===== config.mk =====
export PLATFORM = sky130hd
export DESIGN_NAME = serial_adder_ctrl
export DESIGN_NICKNAME = d
export VERILOG_FILES = /design/src/rtl/serial_adder_ctrl.sv
export SDC_FILE = /design/constraint.sdc
export NUM_CORES = 1
export LEC_CHECK = 0
export CORE_ASPECT_RATIO = 2
export CORE_MARGIN = 3
export CORE_UTILIZATION = 40
export CTS_CLUSTER_DIAMETER = 30
export DETAILED_ROUTE_END_ITERATION = 12
export GPL_TIMING_DRIVEN = 0
export PLACE_DENSITY = 0.78
export SYNTH_ARGS = -nofsm -noshare
export SYNTH_HDL_FRONTEND = slang
export SYNTH_SLANG_ARGS = --single-unit
export TNS_END_PERCENT = 10

===== constraint.sdc =====
create_clock -name clk -period 1.45 [get_ports clk]
set_input_delay 0.2175 -clock clk [delete_from_list [all_inputs] [get_ports clk]]
set_output_delay 0.2175 -clock clk [all_outputs]
set_load 0.05 [all_outputs]

===== src/rtl/serial_adder_ctrl.sv =====
// rtl/serial_adder_ctrl.sv - bit-serial adder controller driving one shared full adder
//
// Purpose : adds a + b + cin one bit per clock, LSB first, through a single
//           full_adder cell, with a start/busy/done handshake.
// Ports   : clk, rst_n (async active-low)
//           start, a[WIDTH], b[WIDTH], cin      - request and operands (captured on accept)
//           busy, done                          - in-flight flag, one-cycle completion pulse
//           sum[WIDTH], carry                   - registered result, held until next completion
//           ovf (only with SERIAL_ADD_OVF_EN)   - signed overflow of the last result
// Option  : define SERIAL_ADD_OVF_EN to add the ovf output.

module full_adder (
    input  logic a,
    input  logic b,
    input  logic cin,
    output logic sum,
    output logic carry
);
    assign sum   = a ^ b ^ cin;
    assign carry = (a & b) | (cin & (a ^ b));
endmodule

module serial_adder_ctrl #(
    parameter int WIDTH = 8,
    parameter int CNT_W = $clog2(WIDTH + 1)
) (
    input  logic             clk,
    input  logic             rst_n,
    input  logic             start,
    input  logic [WIDTH-1:0] a,
    input  logic [WIDTH-1:0] b,
    input  logic             cin,
    output logic             busy,
    output logic             done,
    output logic [WIDTH-1:0] sum,
    output logic             carry
`ifdef SERIAL_ADD_OVF_EN
    ,
    output logic             ovf
`endif
);

    typedef enum logic [1:0] {
        IDLE  = 2'd0,
        SHIFT = 2'd1,
        DONE  = 2'd2
    } state_t;

    state_t             state_q, state_d;
    logic [WIDTH-1:0]   a_sh_q, a_sh_d;
    logic [WIDTH-1:0]   b_sh_q, b_sh_d;
    // Only the upper WIDTH-1 result bits need storing: the final bit comes
    // straight from the adder on the last edge.
    logic [WIDTH-2:0]   res_sh_q, res_sh_d;
    logic               c_ff_q, c_ff_d;
    logic [CNT_W-1:0]   cnt_q, cnt_d;
    logic [WIDTH-1:0]   sum_q, sum_d;
    logic               carry_q, carry_d;
`ifdef SERIAL_ADD_OVF_EN
    logic               ovf_q, ovf_d;
`endif

    logic               fa_sum;
    logic               fa_carry;
    logic               last_bit;

    full_adder u_fa (
        .a     (a_sh_q[0]),
        .b     (b_sh_q[0]),
        .cin   (c_ff_q),
        .sum   (fa_sum),
        .carry (fa_carry)
    );

    assign last_bit = (cnt_q == CNT_W'(WIDTH - 1));

    always_ff @(posedge clk or negedge rst_n) begin
        if (!rst_n) begin
            state_q  <= IDLE;
            a_sh_q   <= '0;
            b_sh_q   <= '0;
            res_sh_q <= '0;
            c_ff_q   <= 1'b0;
            cnt_q    <= '0;
            sum_q    <= '0;
            carry_q  <= 1'b0;
`ifdef SERIAL_ADD_OVF_EN
            ovf_q    <= 1'b0;
`endif
        end else begin
            state_q  <= state_d;
            a_sh_q   <= a_sh_d;
            b_sh_q   <= b_sh_d;
            res_sh_q <= res_sh_d;
            c_ff_q   <= c_ff_d;
            cnt_q    <= cnt_d;
            sum_q    <= sum_d;
            carry_q  <= carry_d;
`ifdef SERIAL_ADD_OVF_EN
            ovf_q    <= ovf_d;
`endif
        end
    end

    always_comb begin
        state_d  = state_q;
        a_sh_d   = a_sh_q;
        b_sh_d   = b_sh_q;
        res_sh_d = res_sh_q;
        c_ff_d   = c_ff_q;
        cnt_d    = cnt_q;
        sum_d    = sum_q;
        carry_d  = carry_q;
`ifdef SERIAL_ADD_OVF_EN
        ovf_d    = ovf_q;
`endif
        busy     = 1'b0;
        done     = 1'b0;

        case (state_q)
            IDLE, DONE: begin
                done = (state_q == DONE);
                // DONE accepts a new start directly so back-to-back ops lose no cycle.
                if (start) begin
                    a_sh_d   = a;
                    b_sh_d   = b;
                    c_ff_d   = cin;
                    cnt_d    = '0;
                    res_sh_d = '0;
                    state_d  = SHIFT;
                end else begin
                    state_d  = IDLE;
                end
            end
            SHIFT: begin
                busy     = 1'b1;
                res_sh_d = (WIDTH-1)'({fa_sum, res_sh_q} >> 1);
                a_sh_d   = a_sh_q >> 1;
                b_sh_d   = b_sh_q >> 1;
                c_ff_d   = fa_carry;
                cnt_d    = cnt_q + CNT_W'(1);
                if (last_bit) begin
                    sum_d   = {fa_sum, res_sh_q};
                    carry_d = fa_carry;
`ifdef SERIAL_ADD_OVF_EN
                    // Carry into the MSB differs from carry out of it.
                    ovf_d   = c_ff_q ^ fa_carry;
`endif
                    state_d = DONE;
                end
            end
            default: begin
                state_d = IDLE;
            end
        endcase
    end

    assign sum   = sum_q;
    assign carry = carry_q;
`ifdef SERIAL_ADD_OVF_EN
    assign ovf   = ovf_q;
`endif

endmodule


Word level (Yosys, flattened, before mapping)

Cells that the tools add are included.

Register bits after elaboration: 39
Latch bits: 0
Bits in writable memories: 0
Memory bits (read-only): 0
Input bits: 20
Output and inout port bits: 11
Logic and storage cells: 39
Memories: 0

Add/sub/neg operators: 1
$mul: 0
Div/mod/pow operators: 0
Order comparisons: 0
Eq/ne operators: 5
Shifts and indexed selects: 0
Mux-type cells: 15
Bitwise logic cells: 5
Reductions and logical operators: 5

Operators by type and width:

| cell                                                             | count |
|---|---|
| 8-bit one-hot mux with 2 select lines                            | 2 |
| 8-bit 2-to-1 mux                                                 | 2 |
| 7-bit one-hot mux with 2 select lines                            | 1 |
| 4-bit one-hot mux with 2 select lines                            | 1 |
| 7-bit 2-to-1 mux                                                 | 1 |
| 4-bit by 1-bit adder with 4-bit output (second input constant)   | 1 |
| 4-bit by 3-bit == test with 1-bit output (second input constant) | 1 |
| 1-bit 2-to-1 mux                                                 | 4 |
| 4-bit 2-to-1 mux                                                 | 1 |
| 2-bit inequality test (second input constant)                    | 2 |
| 2-bit one-hot mux with 2 select lines                            | 1 |
| 2-bit AND reduction                                              | 2 |
| 1-bit bitwise AND                                                | 2 |
| 2-bit by 1-bit == test with 1-bit output (second input constant) | 1 |
| 2-bit == test (second input constant)                            | 1 |
| 2-bit zero test                                                  | 1 |
| 2-bit 2-to-1 mux                                                 | 1 |
| 1-bit one-hot mux with 2 select lines                            | 1 |
| 2-bit nonzero test                                               | 1 |
| 2-bit OR reduction                                               | 1 |
| 1-bit XOR                                                        | 2 |
| 1-bit bitwise OR                                                 | 1 |

Longest topological paths before layout

Gate-level depths: netlist (run 1).

Depth after elaboration: 4
Mapped depth: 5
Mapped depth without buffers: 4

Cells and area by module

From an unflattened synthesis (run 1), not the netlist that was laid out.

Cell total of the unflattened synthesis: 115
Area, all modules: 1596.5 sq um

Modules (own cells, without submodules):

| module            | instances | cells an instance | area an instance (sq um) | sequential area each (sq um) |
|---|---|---|---|---|
| serial_adder_ctrl | 1         | 114               | 1576.5                   | 975.9 |
| full_adder        | 1         | 1                 | 20.0                     | 0.0 |

Least setup slack after synthesis (run 1)

OpenSTA, ideal clock, no wires.

Kind: reg-to-reg
From: register cnt_q[0]
To: register carry_q (netlist: carry)
Setup time: 0.125 ns
Data arrival time: 1.285 ns
Required time: 1.325 ns
Slack: 0.041 ns
Cell stages (with the launch flop): 6
Path buffers: 1
Period minus slack after synthesis: 1.409 ns
Cell sequence: dfrtp_1 ha_1 nand2_1 nor3b_1 buf_4 mux2_2

Word-level cells in the longest chain between the ends: 2

RTL lines:

| element                                  | RTL line | source |
|---|---|---|
| start, declared                          | 56       | `logic [CNT_W-1:0] cnt_q, cnt_d;` |
| start signal, assigned                   | 96       | `cnt_q <= cnt_d;` |
| 4-bit by 3-bit == test with 1-bit output | 75       | `assign last_bit = (cnt_q == CNT_W'(WIDTH - 1));` |
| 2-bit AND reduction (no source line)     | n/a      |  |
| end signal, assigned                     | 98       | `carry_q <= carry_d;` |
| end, declared                            | 58       | `logic carry_q, carry_d;` |

Every way passes these cells.
A chain may end at the register's enable or synchronous reset.

Final worst setup path (run 1)

From: register cnt_q[0]
To: register sum_q[7] (netlist: sum[7])

Word-level cells in the longest chain between the ends: 2

RTL lines:

| element                                  | RTL line | source |
|---|---|---|
| 4-bit by 3-bit == test with 1-bit output | 75       |  |
| 2-bit AND reduction (no source line)     | n/a      |  |
| end signal, assigned                     | 97       | `sum_q <= sum_d;` |
| end, declared                            | 57       | `logic [WIDTH-1:0] sum_q, sum_d;` |

Every way passes these cells.

==> results.ini, run 1 <==
[synthesis]
ys_top_cells_by_count = dfrtp_1, a22o_1, a21o_1, mux2_2, buf_2
synth_most_common_cell = dfrtp_1
ys_top_cells_by_area = dfrtp_1, a22o_1, a21o_1, mux2_2, buf_2
synth_edf_count = 0
ys_types = 19
async_reset_ff_share_pct = 100
synth_cells = 115
post-synth-top-area-cell = dfrtp_1
postSynthAreaPerCell_um2 = 13.9
synth-seq-area-share_pct = 61.1
synth_fp_nets = 137
yosysTopAreaCellShare_pct = 61.1
synthFlopType = dfrtp_1
synth_area_um2 = 1600
yosys_register_bits = 39
yosys_warnings = 0

[detailed_routing]
drt_iter0_drc = 19
avgViaCountPerCell = 5.48
wl_met2_um = 1930
ant_nets = 0
dr.pass1.iters = 4
drcViolationCount = 0
wl_per_cell_um = 16.4
wl_met3_um = 149
dr.max_layer_used = met4
vias = 1146
wirelength_um = 3430
wl_met1_um = 1270

[worst_setup_path]
crit_fanout = 10
critPathKind = reg -> reg
cp.arrival_ns = 1.74
crit_path_end = sum[7]$_DFFE_PN0P_
start_kind = flop
r2r_setup_slack_ns = -0.12
r2r-start = cnt_q[0]$_DFFE_PN0P_
crit_start = cnt_q[0]$_DFFE_PN0P_
reg2reg_depth = 5
required_ns = 1.62
timing.rr.end = sum[7]$_DFFE_PN0P_
cp-end-kind = flop

[cts]
clk_latency_ns = 0.29
cts_sinks = 39
path_clk_slew_ns = 0.07
cts_buffers = 5
cts_tree = done
root_buffer = clkbuf_8
clockBufferDepth = 2
htree_levels = 2

[die]
chipHeight_um = 95.3
ios = 31
rows = 31
die_x_um = 50.7
start_util_pct = 42.9
core_um2 = 3720
die_area_um2 = 4830

[sta]
setup_ws_ns = -0.118
finalHoldViolations = 0
tightest_slew_ns = 0.857
fmax_mhz = 638
finalCriticalPeriod_ns = 1.57
slew-limit-headroom_pct = 42.9
rsz0062_at_grt = yes
setup_viol = 18
clock_skew_ns = 0.00599
report.final.slew_viol_count = 0
fin_crit_sh_pct = 108

[global_routing]
grt_max_degree = 40
grt_pass1_wl_um = 5660
grt_pass1_vias = 1218
antenna_found_initial = 0
grt-ovfl-total = 0
grt_use_total_pct = 15.7

[place]
gp_congestion = 0.817
dpl.hpwl_um = 2350
dp_slack_ns = -0.723
io_buffers = 30
placed_cell_area_um2 = 1950
dpl.cell_count = 194

[job]
drv_cap = 0

[final_layout]
final_cells = 209
area_growth_syn_to_layout_pct = 34.4
fillers = 334
fin_util_pct = 57.6
postLayoutCellArea_um2 = 2150
drive_gt1_share_pct = 24.4
antenna_cells = 0
nets = 181

[outcome]
violations = negative setup slack
status = complete, but fails checks

[power]
ir_drop_mv = 1.25
powerDensity_nw_per_um2 = 2340
p_leak_nw = 1.10

[min_path]
hp-class = in -> async

==> worst min-delay path by stage <==
stage / to / cells past startpoint / slack, ns / start
finish: a_sh_q[4]$_DFFE_PN0P_ / 1 / 0.03 / rst_n
CTS: a_sh_q[4]$_DFFE_PN0P_ / 1 / 0.06 / rst_n
floorplan: a_sh_q[0]$_DFFE_PN0P_ / 0 / -0.08 / rst_n
detailed placement: res_sh_q[1]$_DFFE_PN0P_ / 1 / 0.38 / rst_n
global route: a_sh_q[4]$_DFFE_PN0P_ / 1 / 0.09 / rst_n
global placement: a_sh_q[4]$_DFFE_PN0P_ / 1 / 0.46 / a_sh_q[4]$_DFFE_PN0P_
==> state kept, by name, indices dropped and copies added (netlist names) <==
signal	count
a_sh_q	8
b_sh_q	8
c_ff_q	1
carry	1
cnt_q	4
res_sh_q	7
state_q	2
sum	8
==> final cells by class <==
cell class                      count  area, um2  area share (%)
Sequential cell                    39        976            45.5
Multi-Input combinational cell     68        609            28.4
Timing Repair Buffer               37        339            15.8
Buffer                              8       78.8            3.67
Clock buffer                        7       76.3            3.56
Tap cell                           49       61.3            2.86
Clock inverter                      1       5.00           0.233
==> cell families after synthesis <==
logic type | count (synthesis) | share of synthesized area, %
buffers and inverters | 8 | 2.82
adder cells (fa/ha/maj) | 2 | 2.04
AND/OR/NAND/NOR | 12 | 4.23
AO/OA/AOI/OAI | 42 | 21.6
multiplexers | 11 | 7.60
flip-flops | 39 | 61.1
XOR/XNOR | 1 | 0.549
==> critical path, stage by stage, from the launching register on <==
cell     delay (ns)
dfrtp_1        0.39
ha_2           0.22
nand2_2        0.07
nor3b_2        0.22
buf_6          0.20
mux2_2         0.35
==> stage by stage <==
| stage | setup TNS, ns | power [mW] | hold WS [ns] |
|---|---|---|---|
| after floorplan | 0 | 3.44 | -0.0781 |
| after global placement | -31.34 | 4.00 | 0.460 |
| after detailed placement | -5.74 | 4.12 | 0.375 |
| after CTS | -0.823 | 4.88 | 0.0590 |
| after global routing | -2.74 | 5.34 | 0.0910 |
| final | -1.04 | 5.02 | 0.0342 |
==> timing repair <==
action                                 in CTS  in global routing
endpoints found under the hold margin       0                  0
setup endpoints to repair                  21                 32
resized for setup                          35                  8
hold buffers                                0                  0
pin swaps                                   2                  0
setup buffers                               0                  7
==> layout by cell type, fill, tap and decap left out, types with 2 or more instances in the layout <==
cell type	netlist	final
a21o_1	15	15
a22o_1	26	26
buf_2	6	4
buf_4	2	7
buf_6	0	3
buf_8	0	3
clkbuf_1	0	2
clkbuf_8	0	5
clkdlybuf4s50_1	0	18
dfrtp_1	39	39
dlygate4sd2_1	0	9
mux2_2	9	5
mux2_4	0	4
mux2i_1	2	2
nand2_1	3	2
nor2b_1	3	2
==> power by group <==
part	switching (mW)	leakage [nW]	total, mW	internal (mW)
sequential	0.320	0.498	1.89	1.57
clock	0.359	0.0422	0.696	0.337
combinational	1.25	0.564	2.43	1.18
total	1.93	1.10	5.02	3.09
==> metal layers <==
layer	track usage, %	up-vias
met3	4.38	10
met1	17.2	591
met5	0	-
met2	27.9	35
met4	6.29	0
li1	-	510
No activity file was read; power rests on OpenSTA's default activity.
==> inputs of run 2 (changes only) <==
--- a/config.mk
+++ b/config.mk
@@ -8,6 +8,7 @@
 export CORE_ASPECT_RATIO = 2
 export CORE_MARGIN = 3
 export CORE_UTILIZATION = 40
+export CTS_BUF_LIST = sky130_fd_sc_hd__clkbuf_8 sky130_fd_sc_hd__clkbuf_16
 export CTS_CLUSTER_DIAMETER = 30
 export DETAILED_ROUTE_END_ITERATION = 12
 export GPL_TIMING_DRIVEN = 0
==> run 2 against run 1 <==
Effect of this change: sequential share of layout area did not move; highest routed layer unchanged; via count unchanged; critical path depth is the same; non-clock buffer count is the same; fmax hardly changed; global-route usage stayed put; die area stayed put; sequential cell count did not move; the run still ends with negative setup slack left.
==> results.ini, run 2 (same netlist as run 1, synthesis figures left out) <==
[detailed_routing]
vias = 1146  ; unchanged
drcViolationCount = 0  ; unchanged
wirelength_um = 3430  ; about the same
ant_nets = 0  ; unchanged
wl_per_cell_um = 16.4  ; about the same
drt_iter0_drc = 19  ; unchanged
avgViaCountPerCell = 5.48  ; unchanged
dr.pass1.iters = 4  ; unchanged

[global_routing]
grt_use_total_pct = 15.7  ; unchanged
grt_pass1_wl_um = 5660  ; unchanged
antenna_found_initial = 0  ; unchanged
grt_max_degree = 40  ; unchanged
grt_pass1_vias = 1218  ; unchanged
grt-ovfl-total = 0  ; unchanged

[die]
die_area_um2 = 4830  ; unchanged
rows = 31  ; unchanged
core_um2 = 3720  ; unchanged
chipHeight_um = 95.3  ; unchanged
ios = 31  ; unchanged
die_x_um = 50.7  ; unchanged
start_util_pct = 42.9  ; unchanged

[cts]
htree_levels = 2  ; unchanged
cts_sinks = 39  ; unchanged
cts_tree = done  ; unchanged
hold_buffers = 0  ; unchanged
root_buffer = clkbuf_8  ; unchanged
cts_buffers = 5  ; unchanged
clk_latency_ns = 0.29  ; about the same
path_clk_slew_ns = 0.07  ; about the same
clockBufferDepth = 2  ; unchanged

[worst_setup_path]
r2r_setup_slack_ns = -0.12  ; about the same
crit_fanout = 10  ; unchanged
cp.arrival_ns = 1.74  ; about the same
cp-end-kind = flop  ; unchanged
crit_buf_inv = 1  ; unchanged
required_ns = 1.62  ; about the same
critPathKind = reg -> reg  ; unchanged
path_delay_family = flip-flops  ; unchanged
timing.rr.end = sum[7]$_DFFE_PN0P_  ; unchanged
crit_slowest_cell = dfrtp_1  ; unchanged
r2r-start = cnt_q[0]$_DFFE_PN0P_  ; unchanged
reg2reg_depth = 5  ; unchanged
crit_start = cnt_q[0]$_DFFE_PN0P_  ; unchanged
start_kind = flop  ; unchanged
cpPeakStageDelay_ns = 0.39  ; about the same
crit_chain = ha_2 -> nand2_2 -> nor3b_2 -> buf_6 -> mux2_2  ; unchanged

[sta]
report.final.slew_viol_count = 0  ; unchanged
rsz0062_at_grt = yes  ; unchanged
fin_crit_sh_pct = 108  ; about the same
setup_viol = 18  ; unchanged
holdWs_ns = 0.0338  ; was 0.0342 ns
finalHoldViolations = 0  ; unchanged
slew-limit-headroom_pct = 42.9  ; about the same
fin_setup_tns_ns = -1.04  ; about the same
tightest_slew_ns = 0.857  ; about the same
finalCriticalPeriod_ns = 1.57  ; about the same
setup_ws_ns = -0.118  ; about the same
fmax_mhz = 638  ; about the same
clock_skew_ns = 0.00599  ; about the same

[final_layout]
antenna_cells = 0  ; unchanged
layout_commonest_cell = dfrtp_1  ; unchanged
area_growth_syn_to_layout_pct = 34.4  ; unchanged
final_cell_mix = dfrtp_1, a22o_1, clkdlybuf4s50_1  ; unchanged
drive_gt1_share_pct = 24.4  ; unchanged
nets = 181  ; unchanged

[power]
powerDensity_nw_per_um2 = 2330  ; was 2340 nW/um2
p_leak_nw = 1.11  ; was 1.10 nW
ir_drop_mv = 1.26  ; was 1.25 mV

[outcome]
status = complete, but fails checks  ; unchanged
violations = negative setup slack  ; unchanged

[place]
gp_congestion = 0.817  ; unchanged
io_buffers = 30  ; unchanged
dpl.hpwl_um = 2350  ; unchanged

[min_path]
hp-class = in -> async  ; unchanged

[job]
drv_cap = 0  ; unchanged

run 2: cell count changes in the layout (fill, tap and decap cells not counted):
cell	delta
inv_1	+2
clkbuf_1	-2
run 2: layer usage:
metal | vias up | share of wire [%] | track usage [%]
met5 | - | 0 | 0
met4 | 0 | 2.5 | 6.29
met3 | 10 | 4.3 | 4.38
met2 | 35 | 56 | 27.9
met1 | 591 | 37 | 17.2
li1 | 510 | - | -
run 2: worst max path at each step:
stage                          to  slack, ns  cells after the start
2_1_floorplan   carry$_DFFE_PN0P_       0.04                      5
3_5_place_dp                 busy      -0.72                      4
5_1_grt        sum[7]$_DFFE_PN0P_      -0.17                      5
3_3_place_gp                 busy      -0.70                      4
4_1_cts                      busy      -0.16                      4
6_report       sum[7]$_DFFE_PN0P_      -0.12                      5
run 2: timing repair:
| action | in CTS | in global routing |
|---|---|---|
| resized for setup | 35 | 8 |
| endpoints found under the setup margin | 21 | 32 |
| pin swaps | 2 | 0 |
| buffers inserted | 0 | 7 |
| gates cloned | 0 | 0 |
run 2: power breakdown:
part | leakage, nW | switching (mW) | internal (mW)
registers | 0.498 | 0.320 | 1.57
clock network | 0.0505 | 0.359 | 0.323
logic | 0.564 | 1.25 | 1.18
run 2: area by class of cell:
class / count / area [um2]
timing repair buffer: 37 / 339
multi-input combinational: 68 / 609
sequential: 39 / 976
buffer: 8 / 78.8
tap: 49 / 61.3
fill: 334 / 1580
clock inverter: 3 / 12.5
clock buffer: 5 / 68.8
run 2: metrics by stage:
step                worst slack (ns)  power [mW]  cells  utilization (%)  cell area, um2
finish                        -0.118        5.01    209             57.6            2150
detailed placement            -0.723        4.12    194             52.5            1950
global placement              -0.703        4.00    194             52.6            1960
CTS                           -0.159        4.87    202             55.8            2080
global route                  -0.165        5.33    209             57.6            2150
floorplan                     0.0408        3.44    115                -            1600
==> inputs of run 3 (changes only) <==
--- a/config.mk
+++ b/config.mk
@@ -5,14 +5,15 @@
 export SDC_FILE = /design/constraint.sdc
 export NUM_CORES = 1
 export LEC_CHECK = 0
+export ABC_AREA = 0
 export CORE_ASPECT_RATIO = 2
 export CORE_MARGIN = 3
-export CORE_UTILIZATION = 40
+export CORE_UTILIZATION = 45
 export CTS_BUF_LIST = sky130_fd_sc_hd__clkbuf_8 sky130_fd_sc_hd__clkbuf_16
 export CTS_CLUSTER_DIAMETER = 30
 export DETAILED_ROUTE_END_ITERATION = 12
 export GPL_TIMING_DRIVEN = 0
-export PLACE_DENSITY = 0.78
+export PLACE_DENSITY = 0.85
 export SYNTH_ARGS = -nofsm -noshare
 export SYNTH_HDL_FRONTEND = slang
 export SYNTH_SLANG_ARGS = --single-unit
==> run 3 against run 2 <==
Effect of this change: the run still ends with negative setup slack left; wire length grew 1.9%; first-iteration DRC count grew 89%; worst hold slack lost 0.015 ns; combinational power grew 4%; sequential power is essentially flat; largest cell class unchanged; register-to-register slack is essentially flat; global-route usage grew 1.0 points.
==> results.ini, run 3 (same netlist as run 1, synthesis figures left out) <==
[outcome]
status = complete, but fails checks  ; unchanged
violations = negative setup slack  ; unchanged

[cts]
cts_sinks = 39  ; unchanged
htree_levels = 2  ; unchanged
cts_buffers = 5  ; unchanged
cts_tree = done  ; unchanged
path_clk_slew_ns = 0.07  ; about the same
hold_buffers = 0  ; unchanged
clockBufferDepth = 2  ; unchanged
clk_latency_ns = 0.30  ; was 0.29 ns
root_buffer = clkbuf_8  ; unchanged

[sta]
tightest_slew_ns = 0.838  ; was 0.857 ns
setup_ws_ns = -0.108  ; was -0.118 ns
setup_viol = 10  ; was 18
finalCriticalPeriod_ns = 1.56  ; was 1.57 ns
fin_crit_sh_pct = 107  ; was 108%
fmax_mhz = 642  ; was 638 MHz
slew-limit-headroom_pct = 44.1  ; was 42.9%
report.final.slew_viol_count = 0  ; unchanged
finalHoldViolations = 0  ; unchanged
rsz0062_at_grt = yes  ; unchanged
clock_skew_ns = 0.00898  ; was 0.00599 ns

[global_routing]
grt_max_degree = 40  ; unchanged
grt_pass1_wl_um = 5200  ; was 5660 um
grt-ovfl-total = 0  ; unchanged
antenna_found_initial = 0  ; unchanged
grt_pass1_vias = 1136  ; was 1,218
grt_use_total_pct = 16.7  ; was 15.7%

[place]
dpl.hpwl_um = 2290  ; was 2350 um
dpl.cell_count = 193  ; was 194
io_buffers = 30  ; unchanged
gp_congestion = 0.699  ; was 0.817

[die]
chipHeight_um = 90.2  ; was 95.3 um
core_um2 = 3420  ; was 3720 um2
ios = 31  ; unchanged
start_util_pct = 46.7  ; was 42.9%
die_x_um = 48.1  ; was 50.7 um
rows = 30  ; was 31
die_area_um2 = 4340  ; was 4830 um2

[worst_setup_path]
start_kind = flop  ; unchanged
cp-end-kind = flop  ; unchanged
crit_chain = ha_2 -> nand2_2 -> nor3b_4 -> buf_6 -> mux2_2  ; was ha_2 -> nand2_2 -> nor3b_2 -> buf_6 -> mux2_2
crit_slowest_cell = dfrtp_1  ; unchanged
cp.arrival_ns = 1.74  ; about the same
required_ns = 1.64  ; was 1.62 ns
cpPeakStageDelay_ns = 0.39  ; about the same
crit_fanout = 5  ; was 10
crit_buf_inv = 1  ; unchanged
critPathKind = reg -> reg  ; unchanged
path_delay_family = flip-flops  ; unchanged

[power]
p_leak_nw = 1.14  ; was 1.11 nW
powerDensity_nw_per_um2 = 2410  ; was 2330 nW/um2
finalPower_mw = 5.28  ; was 5.01 mW
ir_drop_mv = 1.42  ; was 1.26 mV

[detailed_routing]
drt_iter0_drc = 36  ; was 19
vias = 1112  ; was 1,146
wirelength_um = 3500  ; was 3430 um
drcViolationCount = 0  ; unchanged
wl_per_cell_um = 16.7  ; was 16.4 um
ant_nets = 0  ; unchanged
avgViaCountPerCell = 5.32  ; was 5.48
dr.pass1.iters = 4  ; unchanged

[final_layout]
drive_gt1_share_pct = 25.5  ; was 24.4%
layout_commonest_cell = dfrtp_1  ; unchanged
nets = 183  ; was 181
area_growth_syn_to_layout_pct = 37.5  ; was 34.4%
final_cell_mix = dfrtp_1, a22o_1, clkdlybuf4s50_1  ; unchanged
fillers = 246  ; was 334
final_cells = 209  ; unchanged
antenna_cells = 0  ; unchanged

[job]
drv_cap = 0  ; unchanged

[min_path]
hp-class = in -> async  ; unchanged

[run 3: routing by layer]
| metal | track usage [%] | wire length, um | up-vias | part of all wire, % |
|---|---|---|---|---|
| li1 | - | - | 516 | - |
| met1 | 18.9 | 1250 | 552 | 36 |
| met2 | 27.3 | 1980 | 34 | 57 |
| met3 | 4.81 | 152 | 10 | 4.3 |
| met4 | 7.42 | 117 | 0 | 3.3 |
| met5 | 0 | 0 | - | 0 |
[run 3: stage by stage]
stage | hold WS (ns) | utilization, % | setup TNS, ns | setup slack [ns] | cell area [um2]
after floorplan | -0.0781 | - | 0 | 0.0408 | 1600
after global placement | 0.459 | 57.3 | -29.61 | -0.685 | 1960
after detailed placement | 0.362 | 57.1 | -5.16 | -0.687 | 1950
after CTS | 0.0445 | 60.3 | -0.929 | -0.192 | 2060
after global routing | 0.0707 | 64.3 | -2.08 | -0.158 | 2200
final | 0.0192 | 64.3 | -0.909 | -0.108 | 2200
[run 3: final timing paths]
check                           slack (ns)                    end  depth (start not counted)                   from
worst max-delay path                 -0.11     sum[6]$_DFFE_PN0P_                          5   cnt_q[1]$_DFFE_PN0P_
worst min-delay path                  0.02     sum[6]$_DFFE_PN0P_                          1                  rst_n
worst max register to register       -0.11     sum[6]$_DFFE_PN0P_                          5   cnt_q[1]$_DFFE_PN0P_
worst min register to register        0.48  b_sh_q[6]$_DFFE_PN0P_                          1  b_sh_q[6]$_DFFE_PN0P_
max in group asynchronous             0.90   cnt_q[0]$_DFFE_PN0P_                          1                  rst_n
min in group clk                      0.48  b_sh_q[6]$_DFFE_PN0P_                          1  b_sh_q[6]$_DFFE_PN0P_
[run 3: area by class of cell]
type,count,area (um2),area share (%)
multi-input combinational,68,627,28.5
timing repair buffer,39,355,16.2
clock buffer,5,68.8,3.13
buffer,8,75.1,3.42
clock inverter,2,33.8,1.54
tap,48,60.1,2.74
sequential,39,976,44.4
[run 3: timing repair]
item	CTS	global route
gates cloned	0	1
resized for setup	25	25
pin swaps	0	2
endpoints found under the setup margin	21	32
setup buffers	0	8
[run 3: power breakdown]
group	internal [mW]	switching, mW	total [mW]
registers	1.57	0.326	1.90
clock network	0.497	0.364	0.861
logic	1.23	1.29	2.52
total	3.30	1.98	5.28
